===== src/rtl/uart_rx_param.sv =====
// Parametrised UART receiver: configurable bit period, data width, parity and stop bits,
// valid/ready delivery with per-word error flags. Define UART_RX_MAJORITY_EN for 2-of-3 bit voting.
module uart_rx_param #(
    parameter int CLKS_PER_BIT = 868,
    parameter int DATA_BITS    = 8,
    parameter int PARITY       = 0,
    parameter int STOP_BITS    = 1
) (
    input  logic                 clk,
    input  logic                 reset,
    input  logic                 rx,
    output logic [DATA_BITS-1:0] rx_data,
    output logic                 rx_valid,
    input  logic                 rx_ready,
    output logic                 rx_frame_err,
    output logic                 rx_parity_err,
    output logic                 overrun,
    input  logic                 clr_overrun,
    output logic                 busy
);

    localparam int BCW = $clog2(CLKS_PER_BIT + 1);

`ifdef UART_RX_MAJORITY_EN
    // Decision sits one cycle after the vote centre; reloading to 1 keeps the bit period at CLKS_PER_BIT.
    localparam int BIT_END_I   = CLKS_PER_BIT;
    localparam int START_CHK_I = (CLKS_PER_BIT - 1) / 2 + 1;
    localparam int RELOAD_I    = 1;
`else
    localparam int BIT_END_I   = CLKS_PER_BIT - 1;
    localparam int START_CHK_I = (CLKS_PER_BIT - 1) / 2;
    localparam int RELOAD_I    = 0;
`endif

    localparam logic [BCW-1:0] BIT_END   = BCW'(BIT_END_I);
    localparam logic [BCW-1:0] START_CHK = BCW'(START_CHK_I);
    localparam logic [BCW-1:0] RELOAD    = BCW'(RELOAD_I);
    localparam logic [3:0]     DATA_LAST = 4'(DATA_BITS - 1);
    localparam logic [3:0]     STOP_LAST = 4'(STOP_BITS - 1);

    typedef enum logic [2:0] {S_IDLE, S_START, S_DATA, S_PARITY, S_STOP} state_t;

    state_t               r_state;
    logic [BCW-1:0]       r_bc;
    logic [3:0]           r_bitcnt;
    logic                 r_rx_meta;
    logic                 r_rx_s;
    logic [DATA_BITS-1:0] r_shift;
    logic                 r_par_acc;
    logic                 r_ferr;
    logic                 r_perr;
    logic [DATA_BITS-1:0] r_data;
    logic                 r_valid;
    logic                 r_frame_err;
    logic                 r_parity_err;
    logic                 r_overrun;
    logic                 r_busy;

    logic w_sample;
    logic w_bit_done;
    logic w_par_x;
    logic w_ferr_final;
    logic w_can_load;

`ifdef UART_RX_MAJORITY_EN
    logic [1:0] r_hist;

    always_ff @(posedge clk) begin
        if (!reset) r_hist <= '1;
        else        r_hist <= {r_hist[0], r_rx_s};
    end

    assign w_sample = (r_hist[1] & r_hist[0]) | (r_hist[1] & r_rx_s) | (r_hist[0] & r_rx_s);
`else
    assign w_sample = r_rx_s;
`endif

    assign w_bit_done   = (r_bc == BIT_END);
    assign w_par_x      = r_par_acc ^ w_sample;
    assign w_ferr_final = r_ferr | ~w_sample;
    assign w_can_load   = ~r_valid | rx_ready;

    always_ff @(posedge clk) begin
        if (!reset) begin
            r_state      <= S_IDLE;
            r_bc         <= '0;
            r_bitcnt     <= '0;
            r_rx_meta    <= 1'b1;
            r_rx_s       <= 1'b1;
            r_shift      <= '0;
            r_par_acc    <= 1'b0;
            r_ferr       <= 1'b0;
            r_perr       <= 1'b0;
            r_data       <= '0;
            r_valid      <= 1'b0;
            r_frame_err  <= 1'b0;
            r_parity_err <= 1'b0;
            r_overrun    <= 1'b0;
            r_busy       <= 1'b0;
        end else begin
            r_rx_meta <= rx;
            r_rx_s    <= r_rx_meta;
            if (r_valid && rx_ready) r_valid <= 1'b0;
            if (clr_overrun)         r_overrun <= 1'b0;

            case (r_state)
                S_IDLE: begin
                    r_bc     <= '0;
                    r_bitcnt <= '0;
                    if (!r_rx_s) begin
                        r_state <= S_START;
                        r_busy  <= 1'b1;
                    end
                end
                S_START: begin
                    if (r_bc == START_CHK) begin
                        r_bitcnt <= '0;
                        if (!w_sample) begin
                            r_state   <= S_DATA;
                            r_bc      <= RELOAD;
                            r_par_acc <= 1'b0;
                            r_ferr    <= 1'b0;
                            r_perr    <= 1'b0;
                        end else begin
                            r_state <= S_IDLE;
                            r_bc    <= '0;
                            r_busy  <= 1'b0;
                        end
                    end else begin
                        r_bc <= r_bc + BCW'(1);
                    end
                end
                S_DATA: begin
                    if (w_bit_done) begin
                        r_shift   <= {w_sample, r_shift[DATA_BITS-1:1]};
                        r_par_acc <= w_par_x;
                        r_bc      <= RELOAD;
                        if (r_bitcnt == DATA_LAST) begin
                            r_bitcnt <= '0;
                            r_state  <= (PARITY != 0) ? S_PARITY : S_STOP;
                        end else begin
                            r_bitcnt <= r_bitcnt + 4'd1;
                        end
                    end else begin
                        r_bc <= r_bc + BCW'(1);
                    end
                end
                S_PARITY: begin
                    if (w_bit_done) begin
                        r_perr   <= (PARITY == 1) ? ~w_par_x : w_par_x;
                        r_state  <= S_STOP;
                        r_bc     <= RELOAD;
                        r_bitcnt <= '0;
                    end else begin
                        r_bc <= r_bc + BCW'(1);
                    end
                end
                S_STOP: begin
                    if (w_bit_done) begin
                        if (r_bitcnt == STOP_LAST) begin
                            r_state  <= S_IDLE;
                            r_busy   <= 1'b0;
                            r_bc     <= '0;
                            r_bitcnt <= '0;
                            // Holding register free (or being emptied this edge): deliver, else drop and flag.
                            if (w_can_load) begin
                                r_data       <= r_shift;
                                r_valid      <= 1'b1;
                                r_frame_err  <= w_ferr_final;
                                r_parity_err <= r_perr;
                            end else begin
                                r_overrun <= 1'b1;
                            end
                        end else begin
                            r_ferr   <= w_ferr_final;
                            r_bitcnt <= r_bitcnt + 4'd1;
                            r_bc     <= RELOAD;
                        end
                    end else begin
                        r_bc <= r_bc + BCW'(1);
                    end
                end
                default: begin
                    r_state <= S_IDLE;
                    r_busy  <= 1'b0;
                    r_bc    <= '0;
                end
            endcase
        end
    end

    assign rx_data       = r_data;
    assign rx_valid      = r_valid;
    assign rx_frame_err  = r_frame_err;
    assign rx_parity_err = r_parity_err;
    assign overrun       = r_overrun;
    assign busy          = r_busy;

endmodule


===== config.mk =====
export PLATFORM = sky130hd
export DESIGN_NAME = uart_rx_param
export DESIGN_NICKNAME = d
export VERILOG_FILES = /design/src/rtl/uart_rx_param.sv
export SDC_FILE = /design/constraint.sdc
export NUM_CORES = 1
export LEC_CHECK = 0
export CAP_MARGIN = 20
export CORE_MARGIN = 2
export CORE_UTILIZATION = 52
export DETAILED_ROUTE_END_ITERATION = 8
export PLACE_DENSITY = 0.74
export SYNTH_ARGS = -nofsm -noshare
export SYNTH_HDL_FRONTEND = slang
export SYNTH_SLANG_ARGS = --single-unit

===== constraint.sdc =====
create_clock -name clk -period 2.9 [get_ports clk]
set_clock_uncertainty 0.05 [all_clocks]
set_input_delay 0.725 -clock clk [delete_from_list [all_inputs] [get_ports clk]]
set_output_delay 0.725 -clock clk [all_outputs]
set_load 0.01 [all_outputs]

==> flow_summary.toml <==
[yosys]
netlist_area_um2 = 2040
ys_ff_latch = 43
synth_nets = 250
ys_types = 50
ys_seq_area_frac = 0.422
synth_area_per_cell_um2 = 8.47
synth_edf_count = 0
synthCells = 241
synth_warnings = 0
async_reset_ff_frac = 0
synth_ff_type = "dfxtp_1"

[place]
placedCellCount = 298
io_buffers = 17
dp_hpwl_um = 2910
globalplace.congestion = 0.904
place_area_um2 = 2250

[global_route]
grt_use_total = 0.210
grt_max_degree = 23
overflow = 0
grt_pass1_wl_um = 7230
antenna_found_initial = 0
grt_pass1_vias = 1575

[die]
initial_core_util = 0.549
die_y_um = 66.6
dieArea_um2 = 4440
core_um2 = 3720
die_x_um = 66.6
num_io_pins = 18
num_rows = 22

[sta]
max-slew-margin-rel = 0.507
setup_tns_ns = 0
slew_viol_final = 0
fin_hold_ws_ns = 0.360
fmax_mhz = 429
hold_viol = 0
rsz0062_at_grt = "no"
max_slew.worst_pin.slew_ns = 0.733
fin_crit_ns = 2.33
setup_violations = 0
min_period_over_period = 0.804

[clocking]
clockBufferDepth = 2
cts_buffers = 5
post_cts_buffers = 0
root_buffer = "clkbuf_8"
cts_tree = "done"
cts.repair.resized = 0
ctsHoldBuffers = 0
clkTransAtPathRegs_ns = 0.08
clock_latency_ns = 0.29
clock-sinks = 43
h-tree-depth = 2

[routing]
wl_per_cell_um = 13.5
vias_per_cell = 5.75
first_pass_iters = 4
ant_nets = 0
drt-total-wl_um = 4140
drcViolationCount = 0
routed-via-count = 1760
first_iter_violations = 124

[final_layout]
diodes = 0
final_nets = 266
fillCellCount = 345
final_cell_mix = "43 x dfxtp_1, 32 x nor2_1, 25 x nand2_1, 18 x a21oi_1, 17 x clkdlybuf4s50_1"
final_common_cell = "dfxtp_1"
final_area_um2 = 2380
stdcell_count = 306
area_delta_synth_final_pct = 16.6
drive_gt1_frac = 0.0736

[worst_setup_path]
cp.arrival_ns = 2.47
crit_path_end_kind = "register"
max_stage_delay_ns = 0.49
crit_required_ns = 3.03
crit_chain = "ha_1, and4bb_2, nand3_1, nor4_2, buf_4, mux2i_1, nor2_1"
worstSetupPathType = "register to register"
crit_fanout = 8
worstSetupStartpointType = "register"
crit_slowest_cell = "nor4_2"

[status]
status = "finished, final reports clean"

[pwr]
power.leakage_nw = 0.780
power_density_nw_per_um2 = 516
ir_drop_uv = 341

[flow_run]
cap_violations = 0

[hold_path]
min_path_type = "register to register"
## metal layers
layer	vias up	track usage	share of wire
met5	-	0	0
met3	4	0.0524	0.037
met4	0	0.0638	0.0092
li1	886	-	-
met1	838	0.276	0.50
met2	32	0.340	0.45
## worst paths after layout
kind / startpoint / end / slack [ns] / cells past startpoint
max: r_bc[0]$_SDFF_PN0_ / rx_data[1]$_SDFFE_PN0P_ / 0.57 / 7
min: r_rx_meta$_SDFF_PN1_ / r_rx_s$_SDFF_PN1_ / 0.36 / 1
max reg2reg: r_bc[0]$_SDFF_PN0_ / rx_data[1]$_SDFFE_PN0P_ / 0.57 / 7
min reg2reg: r_rx_meta$_SDFF_PN1_ / r_rx_s$_SDFF_PN1_ / 0.36 / 1
## per-stage QoR
step / power, mW / setup slack [ns] / utilization
finish: 1.23 / 0.567 / 0.640
global route: 1.27 / 0.334 / 0.640
CTS: 1.24 / 0.568 / 0.640
detailed placement: 0.698 / 0.490 / 0.605
global placement: 0.697 / 0.521 / 0.605
floorplan: 0.673 / 0.871 / -
## cells by family after synthesis
group,count (synthesis),synth area share
AOI/OAI and AO/OA,44,0.142
xor gates and xnor gates,9,0.0386
and+or+nand+nor,111,0.285
DFF,43,0.422
adders and majority gates,4,0.0245
muxes,9,0.0441
buffers and inverters,21,0.0448
## layout make-up
class                      count  area (µm²)  area share
multi-input combinational    177        1090       0.457
tap                           48        60.1      0.0252
timing repair buffer          22         208      0.0873
clock inverter                 2        60.1      0.0252
sequential                    43         861       0.362
clock buffer                   6        72.6      0.0305
inverter                       8        30.0      0.0126
## power by group
| part | internal [mW] | total [mW] | switching, mW |
|---|---|---|---|
| Clock | 0.344 | 0.543 | 0.199 |
| Sequential | 0.596 | 0.609 | 0.0128 |
| Combinational | 0.0308 | 0.0761 | 0.0453 |
## synth_stat cells (all sizes together), types with 2 or more instances
cell type | number | share of area
dfxtp | 43 | 0.42
nor2 | 32 | 0.059
nand2 | 25 | 0.046
a21oi | 18 | 0.044
nand3 | 16 | 0.039
clkbuf | 10 | 0.018
mux2i | 9 | 0.044
nor3 | 8 | 0.022
inv | 7 | 0.013
o21ai | 6 | 0.015
xor2 | 5 | 0.021
ha | 4 | 0.025
nand2b | 4 | 0.012
nor3b | 4 | 0.015
xnor2 | 4 | 0.017
a221oi | 3 | 0.013
a31oi | 3 | 0.0092
buf | 3 | 0.012
nor2b | 3 | 0.0092
nor4 | 3 | 0.015
a311oi | 2 | 0.0086
a41o | 2 | 0.0098
o21a | 2 | 0.0074
o32ai | 2 | 0.0086
or2 | 2 | 0.0061
or3b | 2 | 0.0086
## critical path, delay by kind of cell, from the launching register on
| family | cells | cell delay [ns] |
|---|---|---|
| adder cells (fa/ha/maj) | 1 | 0.24 |
| multiplexers | 1 | 0.20 |
| buffers and inverters | 1 | 0.28 |
| AND/OR/NAND/NOR | 4 | 1.04 |
| flip-flops | 1 | 0.40 |
## registers in the layout, indices dropped and copies added (netlist names), 3 cells and up
signal	flops
r_bc	10
r_shift	8
rx_data	8
r_bitcnt	4
r_state	3
(Power assumes the default switching activity.)
==> RTL edit 1, RTL diff (same settings) <==
Add a define of `UART_RX_MAJORITY_EN`.
--- a/src/rtl/uart_rx_param.sv
+++ b/src/rtl/uart_rx_param.sv
@@ -1,4 +1,6 @@
 // Parametrised UART receiver: configurable bit period, data width, parity and stop bits,
 // valid/ready delivery with per-word error flags. Define UART_RX_MAJORITY_EN for 2-of-3 bit voting.
+`define UART_RX_MAJORITY_EN
+
 module uart_rx_param #(
     parameter int CLKS_PER_BIT = 868,
Behaviour: no difference found for any inputs over 10 cycles, from zero or initial values and one cycle with reset low; that may be too few to reach the edited logic, so the function may still have changed.
==> RTL edit 1 against the original RTL <==
- synthesized area up 7.2%
- design area up 6.4%
- clock power down 11%
- combinational power down 34%
- worst setup slack better by 150 ps
- routed wire length up 0.82%
- total power down 5.6%
- sequential cell count up 2
==> RTL edit 1: results (changes against the original RTL) <==
* Max FFs per register at 10 (unchanged)
* Largest net degree at the start of global routing at 19 (-17%)
* # diodes at 0 (unchanged)
* Area after DPL at 0.00242 mm^2 (+7.5%)
* Antenna violations before repair at 0 (unchanged)
* Vias at 1671 (-5.1%)
* Reg clk slew, reported paths at 80 ps (about the same)
* Clk Latency, worst-skew pair at 310 ps (+20 ps)
* Starting DRT DRC Count at 117 (-5.6%)
* Share of cells above drive strength 1 at 9.16% (+1.8 points)
* Post-cts resize count at 0 (unchanged)
* # nets final at 260 (-2.3%)
* Seq/Total Area, Yosys at 41.2% (-0.99 points)
* WHS at 368 ps (+7.57 ps)
* Switch Pwr at 0.254 mW (-0.85%)
* VDD IR-drop max at 0.283 mV (-17%)
* Gr usage total at 20.5% (-0.53 points)
* Synth Area per Inst at 9.51 um^2 (+12%)
* DRT Pass-1 Iters at 4 (unchanged)
* Place WS at 682 ps (+192 ps)
* Post-route cell area at 0.00253 mm^2 (+6.4%)
* Yosys warnings at 0 (unchanged)
* Largest stage delay, worst path at 470 ps (-20 ps)
* Syn Nets at 240 (-4.0%)
* Detailed-route wire length per cell at 13.9 um (+2.5%)
* Pleak at 0.921 nW (+18%)
* PortBufs at 17 (unchanged)
* Crit-path max FO at 10 (+2)
* Least-Margin Pin Slew at 686 ps (-47.1 ps)
* Crit path arrival time at 2310 ps (-160 ps)
* Status: finished, final reports clean
* First-pass GRT wire length at 7200 um (-0.48%)
* DRC Markers at 0 (unchanged)
* Gp weighted congestion at 0.859 (-5.0%)
* CTS Buffer Depth at 2 (unchanged)
* Post-DP HPWL at 2960 um (+1.6%)
* CP max stage cell: o311ai_4
* Fin crit period at 2180 ps (-151 ps)
* Synth top area cells: dfxtp_1, mux2i_1, nor2b_1
* Routed wire length at 4180 um (+0.82%)
* Biggest register: r_bc
* Synth cell count leaders: dfxtp_1, nor2_1, nor2b_1
* R2r setup slk at 720 ps (+150 ps)
* FILL cells at 352 (+2.0%)
* Inst Count DP at 293 (-1.7%)
* Vias in the first global route at 1572 (-0.19%)
==> RTL edit 1: final timing paths <==
| check | start | endpoint | depth (start not counted) |
|---|---|---|---|
| max | r_bc[0] | r_bc[4] | 8 |
| min | r_rx_meta | r_rx_s | 1 |
| min reg2reg | r_rx_meta | r_rx_s | 1 |
| max reg2reg | r_bc[0] | r_bc[4] | 8 |
==> RTL edit 1: power groups by stage <==
stage	sequential [mW]	combinational [mW]	clock, mW
after floorplan	0.638	0.0359	0
after global placement	0.641	0.0502	0
after detailed placement	0.641	0.0502	0
after CTS	0.627	0.0508	0.493
after global routing	0.628	0.0553	0.518
final	0.627	0.0504	0.482
==> RTL edit 1: cell families (layout without fill, tap and decap cells) <==
logic type | Yosys count | after routing | share of synthesized area, %
AND/OR/NAND/NOR | 91 | 91 | 25.7
AO/OA/AOI/OAI | 45 | 45 | 14.9
flip-flops | 45 | 45 | 41.2
multiplexers | 17 | 17 | 7.78
buffers and inverters | 17 | 38 | 3.43
XOR/XNOR | 9 | 9 | 3.60
adder cells (fa/ha/maj) | 6 | 6 | 3.32
==> RTL edit 1: layout make-up <==
| type | count | area share, % |
|---|---|---|
| Timing Repair Buffer | 23 | 8.50 |
| Clock buffer | 5 | 2.72 |
| Sequential cell | 45 | 35.6 |
| Tap cell | 50 | 2.47 |
| Multi-Input combinational cell | 168 | 47.8 |
| Inverter | 7 | 1.04 |
| Clock inverter | 3 | 1.83 |
==> RTL edit 1: critical path, delay by kind of cell, from the launching register on <==
family,cells,cell delay (ps)
buf+inv,2,350
fa+ha+maj,1,160
simple gates,4,680
flops,1,350
compound gates,1,470
==> RTL edit 1: per-layer routing <==
layer,vias up,share of wire (%),GRT usage (%)
li1,849,-,-
met2,28,46,30.2
met3,6,4.4,6.01
met4,0,0.91,6.86
met1,788,49,28.6
met5,-,0,0
==> RTL edit 2, RTL diff (config.mk and constraints unchanged) <==
Made on the original files. One comparison of `r_bitcnt` changes from == to >=.
--- a/src/rtl/uart_rx_param.sv
+++ b/src/rtl/uart_rx_param.sv
@@ -136,5 +136,5 @@
                         r_par_acc <= w_par_x;
                         r_bc      <= RELOAD;
-                        if (r_bitcnt == DATA_LAST) begin
+                        if (r_bitcnt >= DATA_LAST) begin
                             r_bitcnt <= '0;
                             r_state  <= (PARITY != 0) ? S_PARITY : S_STOP;
Function: no difference found for any inputs over 10 cycles, from zero or initial values and one cycle with reset low; that may be too few to reach the edited logic, so the function may still have changed.
==> RTL edit 2 against the original RTL <==
- sequential share of layout area is 0.32 points lower
- cell count is 0.98% lower
- critical endpoint is now rx_data[7]
- sequential cell count stayed put
- synthesized cell count is 2.1% lower
- design area is 0.89% higher
- synthesized area is 3.4% higher
- worst setup slack better by 150 ps
- total power is 15% lower
- via count is 5.4% lower
- first-iteration DRC count is 34% lower
- routed wire length is 4.3% lower
==> RTL edit 2: results (changes against the original RTL) <==
* Status: finished, final reports clean
* Place WS at 647 ps (+157 ps)
* Gr usage total at 18.8% (-2.3 points)
* Inverters at 6 (-2)
* Multi-input combinational area share at 48.7% (+3.0 points)
* Crit path arrival time at 2320 ps (-150 ps)
* VDD IR-drop max at 0.342 mV (+0.32%)
* Metal3 WL at 103 um (-34%)
* WHS at 391 ps (+30.9 ps)
* First-pass GRT wire length at 6620 um (-8.5%)
* Routed wire length at 3960 um (-4.3%)
* Vias/cell at 5.50 (-4.5%)
* Worst r2r path cells at 8 (+1)
* Post-route cell area at 0.00240 mm^2 (+0.89%)
* Fin crit share at 75.3% (-5.1 points)
* Inst Count DP at 295 (-1.0%)
* GR Util met2 at 33.2% (-0.79 points)
* Pleak at 0.826 nW (+5.9%)
* Post-DP HPWL at 2820 um (-3.1%)
* Worst r2r src: r_bitcnt[0]
* Unique masters post-synth at 54 (+8.0%)
* Syn Nets at 245 (-2.0%)
* Grt met1 use at 22.7% (-4.8 points)
* Layout clock buffer count at 5 (-1)
* Signal buffers share of area at 8.03% (-0.70 points)
* Gp weighted congestion at 0.832 (-7.9%)
* Final core occ at 60.9% (-3.1 points)
* Post-Layout Cell Count at 303 (-0.98%)
* Max-slew headroom at 54.2% (+3.4 points)
* Power after layout at 1.04 mW (-15%)
* WL met1 at 1950 um (-5.6%)
* Met2 WL at 1880 um (+0.11%)
* Crit-path max FO at 11 (+3)
* Synth cell count leaders: dfxtp_1, nand2_1, nor2_1
* Seq/Total Area, Yosys at 40.8% (-1.4 points)
* FILL cells at 370 (+7.2%)
* Crit path capture: rx_data[7]
==> RTL edit 2: cell types whose count changed after synthesis, moves of 7 or more <==
cell and delta:
a21oi_1 -14, a21boi_0 +7, nand3_1 -7, nor2_1 -12, nor2b_1 +10
==> RTL edit 2: worst max-delay path, stage by stage (launching register included) <==
cell and delay, ps:
dfxtp_1 340, inv_1 70, ha_1 140, or3b_4 390, or4_4 460, nor3_4 120, buf_4 230, mux2i_1 210
nor2b_1 60
==> RTL edit 2: logic make-up after synthesis <==
kind of cell	synth area share, %
buffers and inverters	3.74
AOI/OAI and AO/OA	14.3
xor gates and xnor gates	3.74
DFF	40.8
and+or+nand+nor	29.8
adders and majority gates	2.37
muxes	5.22
==> RTL edit 2: power breakdown <==
part	leakage, nW	total [mW]	switching, mW	internal, mW
logic	0.438	0.0478	0.0241	0.0237
clock network	0.0408	0.390	0.218	0.172
registers	0.347	0.603	0.00834	0.595
